<file path="src/rtl/nes_oam_dma_if.sv">
// nes_oam_dma_if: CPU-side and memory-side bus bundle for the sprite DMA.
// master = DMA controller, slave = CPU core plus memory bus around it.
interface nes_oam_dma_if;
  logic        cyc_en;
  logic [15:0] cpu_addr;
  logic [7:0]  cpu_dout;
  logic        cpu_ren;
  logic        cpu_wen;
  logic        cpu_rdy;
  logic [15:0] bus_addr;
  logic [7:0]  bus_dout;
  logic        bus_ren;
  logic        bus_wen;
  logic [7:0]  bus_din;
  logic        dma_active;

  modport master (
    input  cyc_en,
    input  cpu_addr,
    input  cpu_dout,
    input  cpu_ren,
    input  cpu_wen,
    input  bus_din,
    output cpu_rdy,
    output bus_addr,
    output bus_dout,
    output bus_ren,
    output bus_wen,
    output dma_active
  );

  modport slave (
    output cyc_en,
    output cpu_addr,
    output cpu_dout,
    output cpu_ren,
    output cpu_wen,
    output bus_din,
    input  cpu_rdy,
    input  bus_addr,
    input  bus_dout,
    input  bus_ren,
    input  bus_wen,
    input  dma_active
  );
endinterface

</file>
<file path="src/rtl/nes_oam_dma.sv">
// nes_oam_dma: $4014 sprite DMA, copies one CPU page into OAM ($2004).
// Stalls the CPU via rdy and owns the bus for 513/514 CPU cycles.
module nes_oam_dma #(
  parameter logic [15:0] DMA_REG_ADDR  = 16'h4014,
  parameter logic [15:0] OAM_DATA_ADDR = 16'h2004,
  parameter int          XFER_LEN      = 256
) (
  input logic clk,
  input logic rst,
  nes_oam_dma_if.master dma
);

  localparam logic [2:0] S_IDLE  = 3'd0;
  localparam logic [2:0] S_HALT  = 3'd1;
  localparam logic [2:0] S_ALIGN = 3'd2;
  localparam logic [2:0] S_READ  = 3'd3;
  localparam logic [2:0] S_WRITE = 3'd4;

  localparam logic [7:0] LAST = 8'(XFER_LEN - 1);

  logic [2:0] state;
  logic [7:0] page;
  logic [7:0] count;
  logic [7:0] buffer;
  logic       parity;
  logic       rdy_q;
  logic       act_q;
  logic       trig;

  assign trig = dma.cyc_en & dma.cpu_wen &
                (dma.cpu_addr == DMA_REG_ADDR);

  // FSM, transfer counters and registered rdy/active; advance on cyc_en
  always_ff @(posedge clk or posedge rst) begin
    if (rst) begin
      state  <= S_IDLE;
      page   <= 8'h00;
      count  <= 8'h00;
      buffer <= 8'h00;
      parity <= 1'b0;
      rdy_q  <= 1'b1;
      act_q  <= 1'b0;
    end else if (dma.cyc_en) begin
      parity <= ~parity;
      case (state)
        S_IDLE: begin
          if (trig) begin
            page  <= dma.cpu_dout;
            count <= 8'h00;
            state <= S_HALT;
            rdy_q <= 1'b0;
            act_q <= 1'b1;
          end
        end
        // odd halt cycle means the next one is even: read right away
        S_HALT:  state <= parity ? S_READ : S_ALIGN;
        S_ALIGN: state <= S_READ;
        S_READ: begin
          buffer <= dma.bus_din;
          state  <= S_WRITE;
        end
        S_WRITE: begin
          if (count == LAST) begin
            state <= S_IDLE;
            rdy_q <= 1'b1;
            act_q <= 1'b0;
          end else begin
            count <= count + 8'd1;
            state <= S_READ;
          end
        end
        default: state <= S_IDLE;
      endcase
    end
  end

  // bus mux: CPU passthrough in IDLE, DMA-driven otherwise
  always_comb begin
    dma.bus_addr = dma.cpu_addr;
    dma.bus_dout = dma.cpu_dout;
    dma.bus_ren  = dma.cpu_ren;
    dma.bus_wen  = dma.cpu_wen;
    case (state)
      S_HALT, S_ALIGN: begin
        dma.bus_addr = {page, count};
        dma.bus_dout = buffer;
        dma.bus_ren  = 1'b0;
        dma.bus_wen  = 1'b0;
      end
      S_READ: begin
        dma.bus_addr = {page, count};
        dma.bus_dout = buffer;
        dma.bus_ren  = 1'b1;
        dma.bus_wen  = 1'b0;
      end
      S_WRITE: begin
        dma.bus_addr = OAM_DATA_ADDR;
        dma.bus_dout = buffer;
        dma.bus_ren  = 1'b0;
        dma.bus_wen  = 1'b1;
      end
      default: ;
    endcase
  end

  assign dma.cpu_rdy    = rdy_q;
  assign dma.dma_active = act_q;

endmodule

</file>
<file path="src/flat_wrapper.sv">
// flat-port wrapper written by rule: the top's interface ports become plain ports
module nes_oam_dma_flat 
#(
  parameter logic [15:0] DMA_REG_ADDR  = 16'h4014,
  parameter logic [15:0] OAM_DATA_ADDR = 16'h2004,
  parameter int          XFER_LEN      = 256
)
  (clk, rst, dma_cyc_en, dma_cpu_addr, dma_cpu_dout, dma_cpu_ren, dma_cpu_wen, dma_bus_din, dma_cpu_rdy, dma_bus_addr, dma_bus_dout, dma_bus_ren, dma_bus_wen, dma_dma_active);
  nes_oam_dma_if dma_i ();
  input logic clk;
  input logic rst;
  input wire logic [$bits(dma_i.cyc_en)-1:0] dma_cyc_en;
  input wire logic [$bits(dma_i.cpu_addr)-1:0] dma_cpu_addr;
  input wire logic [$bits(dma_i.cpu_dout)-1:0] dma_cpu_dout;
  input wire logic [$bits(dma_i.cpu_ren)-1:0] dma_cpu_ren;
  input wire logic [$bits(dma_i.cpu_wen)-1:0] dma_cpu_wen;
  input wire logic [$bits(dma_i.bus_din)-1:0] dma_bus_din;
  output wire logic [$bits(dma_i.cpu_rdy)-1:0] dma_cpu_rdy;
  output wire logic [$bits(dma_i.bus_addr)-1:0] dma_bus_addr;
  output wire logic [$bits(dma_i.bus_dout)-1:0] dma_bus_dout;
  output wire logic [$bits(dma_i.bus_ren)-1:0] dma_bus_ren;
  output wire logic [$bits(dma_i.bus_wen)-1:0] dma_bus_wen;
  output wire logic [$bits(dma_i.dma_active)-1:0] dma_dma_active;
  assign dma_i.cyc_en = dma_cyc_en;
  assign dma_i.cpu_addr = dma_cpu_addr;
  assign dma_i.cpu_dout = dma_cpu_dout;
  assign dma_i.cpu_ren = dma_cpu_ren;
  assign dma_i.cpu_wen = dma_cpu_wen;
  assign dma_i.bus_din = dma_bus_din;
  assign dma_cpu_rdy = dma_i.cpu_rdy;
  assign dma_bus_addr = dma_i.bus_addr;
  assign dma_bus_dout = dma_i.bus_dout;
  assign dma_bus_ren = dma_i.bus_ren;
  assign dma_bus_wen = dma_i.bus_wen;
  assign dma_dma_active = dma_i.dma_active;
  nes_oam_dma #(.DMA_REG_ADDR(DMA_REG_ADDR), .OAM_DATA_ADDR(OAM_DATA_ADDR), .XFER_LEN(XFER_LEN)) u_core (.clk(clk), .rst(rst), .dma(dma_i));
endmodule
</file>
<file path="config.mk">
export PLATFORM = sky130hd
export DESIGN_NAME = nes_oam_dma_flat
export DESIGN_NICKNAME = d
export VERILOG_FILES = /design/src/rtl/nes_oam_dma_if.sv /design/src/rtl/nes_oam_dma.sv /design/src/flat_wrapper.sv
export SDC_FILE = /design/constraint.sdc
export NUM_CORES = 1
export LEC_CHECK = 0
export ABC_AREA = 1
export CORE_MARGIN = 4
export CORE_UTILIZATION = 43
export CTS_BUF_LIST = sky130_fd_sc_hd__clkbuf_4 sky130_fd_sc_hd__clkbuf_8
export CTS_CLUSTER_SIZE = 25
export DETAILED_ROUTE_END_ITERATION = 8
export PLACE_DENSITY = 0.78
export SLEW_MARGIN = 20
export SYNTH_ARGS = -nofsm -noshare
export SYNTH_HDL_FRONTEND = slang
export SYNTH_SLANG_ARGS = --single-unit
</file>
<file path="constraint.sdc">
create_clock -name clk -period 1.56 [get_ports clk]
set_clock_uncertainty 0.15 [all_clocks]
set_input_delay 0.156 -clock clk [delete_from_list [all_inputs] [get_ports clk]]
set_output_delay 0.156 -clock clk [all_outputs]
set_load 0.005 [all_outputs]
</file>
==> results.sh, run 1 <==
export IMPL_pwr_share_seq=0.182
export IMPL_yosysTopAreaCell="dfrtp_1"
export IMPL_p_per_area_nw_per_um2=1780
export IMPL_initial_core_util=0.453
export IMPL_max_stage_delay_ns=0.41
export IMPL_cp_buffers_inverters=6
export IMPL_power_leakage_nw=1.80
export IMPL_grt_pass1_vias=2490
export IMPL_track_usage=0.252
export IMPL_antenna_found_initial=0
export IMPL_crit_required_ns=1.25
export IMPL_synth_distinct_cells=33
export IMPL_wl_per_cell_um=19.3
export IMPL_path_delay_family="buffers and inverters"
export IMPL_ant_nets=0
export IMPL_cts_buffer_depth=2
export IMPL_worstSetupEndpointType="output port"
export IMPL_diodes=0
export IMPL_rsz0062_at_grt="yes"
export IMPL_clkSlewWorstSetupHoldPaths_ns=0.06
export IMPL_post_route_drc_count=0
export IMPL_fin_nets=432
export IMPL_placed_cell_area_sq_um=2990
export IMPL_pwr_share_comb=0.721
export IMPL_slew_headroom=0.781
export IMPL_finalWirelength_um=8620
export IMPL_drive_above_1_share=0.457
export IMPL_dp_final_hpwl_um=4630
export IMPL_drv_slew=0
export IMPL_area_delta_synth_final_pct=75.8
export IMPL_clk_latency_ns=0.29
export IMPL_io_pins=65
export IMPL_critical_path_class="register to output port"
export IMPL_irDropWorstVdd_v=0.000983
export IMPL_die_h_um=76.2
export IMPL_cts_max_level=2
export IMPL_routabilityCongestion=0.884
export IMPL_swShare=0.421
export IMPL_rr_endpoint="u_core.page[0]"
export IMPL_synth_warnings=0
export IMPL_synth_top_area_frac=0.363
export IMPL_hold_path_class="register to register"
export IMPL_setup_viol=50
export IMPL_cp_start_kind="register"
export IMPL_clkSinkCount=30
export IMPL_cts_tree="done"
export IMPL_whs_ns=0.317
export IMPL_synth_area_sq_um=2000
export IMPL_fin_area_sq_um=3520
export IMPL_num_vias=2600
export IMPL_rr_worst_depth=10
export IMPL_arrival_ns=1.83
export IMPL_syn_area_per_cell_sq_um=7.81
export IMPL_whs_endpoint="u_core.dma.cpu_rdy"
export IMPL_portBuffers=64
export IMPL_post_route_min_period_ns=2.13
export IMPL_min_path_cells=2
export IMPL_grt_pass1_wl_um=11800
export IMPL_ff2ff_setup_slack_ns=-0.25
export IMPL_crit_path_cell_trace="nor2_4 -> buf_12 -> nand2_8 -> inv_4 -> nor2_4 -> inv_4 -> buf_6 -> buf_6 -> nand2_2 -> nand2_1 -> buf_2"
export IMPL_p_clk_frac=0.097
export IMPL_grt_overflow_total=0
export IMPL_hold_viol=0
export IMPL_worst_pin_slew_ns=0.328
export IMPL_period_share=1.37
export IMPL_die_area_sq_um=5800
export IMPL_violations="negative setup slack"
export IMPL_p_switching_mw=2.64
export IMPL_status="complete, but fails checks"
export IMPL_post_route_util=0.796
export IMPL_seq_area_frac_synth=0.376
export IMPL_grt_start_max_net_pins=14
export IMPL_viasPerCell=5.83
export IMPL_cts_root_buf="clkbuf_8"
export IMPL_fin_ws_ns=-0.572
export IMPL_synthesis_instances=256
export IMPL_syn_nets=294
export IMPL_p_int_mw=3.63
export IMPL_synth_area_top_cells="dfrtp_1 36%, nand2_1 18%, nand4_1 5.3%"
export IMPL_rr_startpoint="u_core.state[0]"
export IMPL_fmax_mhz=469
export IMPL_ys_ff_latch=30
export IMPL_fp_dieW_um=76.2
export IMPL_cp_slowest_cell="dfrtp_1"
export IMPL_drt_iter0_drc=278
export IMPL_rows=24
export IMPL_drtPass1Iterations=7
export IMPL_p_total_mw=6.27
export IMPL_path_max_fanout=7
export IMPL_min_from="u_core.dma.cpu_rdy"
export IMPL_nFillCells=268
export IMPL_core_sq_um=4410
export IMPL_cts_buffers=5
export IMPL_cap_viol_max_count=0
==> Yosys cell counts, drive strengths merged <==
library cell,instances
a21oi,2
a22o,6
nand3,12
buf,7
nor2,28
o22a,1
dfrtp,29
xor2,1
o21ai,10
nand2,101
mux2,8
ha,1
nand4,17
nor3b,1
o22ai,2
inv,25
clkbuf,1
nor3,2
dfstp,1
o211ai,1
==> power by group through the flow <==
stage / registers, mW / clock network [mW] / logic (mW)
2_1_floorplan: 1.07 / 0 / 1.47
3_3_place_gp: 1.09 / 0 / 2.92
3_5_place_dp: 1.10 / 0 / 2.97
4_1_cts: 1.11 / 0.597 / 3.80
5_1_grt: 1.14 / 0.652 / 4.75
6_report: 1.14 / 0.608 / 4.52
==> cells by family (layout without fill, tap and decap cells) <==
family	count (synthesis)	after routing	share of synthesized area
AOI/OAI and AO/OA	22	22	0.0707
buffers and inverters	33	168	0.0832
xor gates and xnor gates	1	1	0.00438
and+or+nand+nor	161	164	0.414
adders and majority gates	1	1	0.00626
DFF	30	30	0.376
muxes	8	8	0.0451
==> how the worst max path moves through the flow <==
stage	slack, ns	cells past startpoint	start	end
2_1_floorplan	0.03	7	u_core.state[0]	dma_bus_addr[13]
3_3_place_gp	-0.38	7	u_core.state[0]	dma_bus_addr[0]
3_5_place_dp	-0.42	7	u_core.state[0]	dma_bus_addr[0]
4_1_cts	-0.44	9	u_core.state[1]	dma_bus_dout[0]
5_1_grt	-0.61	11	u_core.state[0]	dma_bus_dout[6]
6_report	-0.57	11	u_core.state[0]	dma_bus_dout[6]
==> layer usage <==
metal | wire length, um | vias to the layer above | GRT usage | share of wire
met3 | 755 | 43 | 0.0556 | 0.088
met5 | 0 | - | 0 | 0
met4 | 383 | 0 | 0.124 | 0.044
li1 | - | 1114 | - | -
met1 | 3170 | 1259 | 0.284 | 0.37
met2 | 4310 | 184 | 0.443 | 0.50
==> worst reg2reg max path: stages, from the launching register on <==
cell,delay [ns]
dfrtp_1,0.42
nor2_4,0.18
buf_12,0.13
buf_4,0.10
buf_6,0.09
inv_6,0.04
nor2_8,0.14
buf_6,0.16
nand3_4,0.13
nand2_2,0.10
nand2_1,0.05
==> timing repair <==
action                                  CTS  global route
pin swaps                                13            26
gates cloned                              3             1
buffers inserted                         20             5
hold buffers                              1             0
endpoints found under the setup margin   54            54
endpoints found under the hold margin     5             0
gates resized for setup                 154            47
==> metrics by stage <==
| step | TNS [ns] | setup slack (ns) | cells |
|---|---|---|---|
| 5_1_grt | -17.25 | -0.611 | 446 |
| 4_1_cts | -11.39 | -0.443 | 443 |
| 6_report | -15.04 | -0.572 | 446 |
| 2_1_floorplan | 0 | 0.0312 | 256 |
| 3_3_place_gp | -13.20 | -0.382 | 412 |
| 3_5_place_dp | -14.22 | -0.422 | 412 |
==> sequential cells by signal, indices dropped and copies added, names as in the netlist <==
| name | flops |
|---|---|
| u_core.count | 8 |
| u_core.state | 3 |
| u_core.page | 8 |
| u_core.parity | 1 |
| u_core.dma.dma_active | 1 |
| u_core.dma.cpu_rdy | 1 |
| u_core.buffer | 8 |
==> cells in the final DEF, fill, tap and decap left out, types with 6 or more instances in the layout <==
master           count
a22o_1               6
buf_2               21
buf_4               45
buf_6               24
clkdlybuf4s50_1     37
dfrtp_1             28
inv_1               20
nand2_1             68
nand2_2             27
nand4_1             17
nor2_1              19
nor2_4               6
==> cell type report <==
type	count	area [sq um]	area share
Multi-Input combinational cell	196	1330	0.378
Timing Repair Buffer	136	1180	0.336
Sequential cell	30	753	0.214
Inverter	25	109	0.0310
Clock buffer	5	68.8	0.0196
Tap cell	52	65.1	0.0185
Clock inverter	2	10.0	0.00285
Note: power is estimated with default switching activity, not from simulation.
==> run 2: changes to the inputs <==
--- a/config.mk
+++ b/config.mk
@@ -12,7 +12,6 @@
 export CTS_CLUSTER_SIZE = 25
 export DETAILED_ROUTE_END_ITERATION = 8
 export PLACE_DENSITY = 0.78
-export SLEW_MARGIN = 20
 export SYNTH_ARGS = -nofsm -noshare
 export SYNTH_HDL_FRONTEND = slang
 export SYNTH_SLANG_ARGS = --single-unit
==> results of run 2 <==
No change in the layout: final DEF, timing and power equal those of run 1.
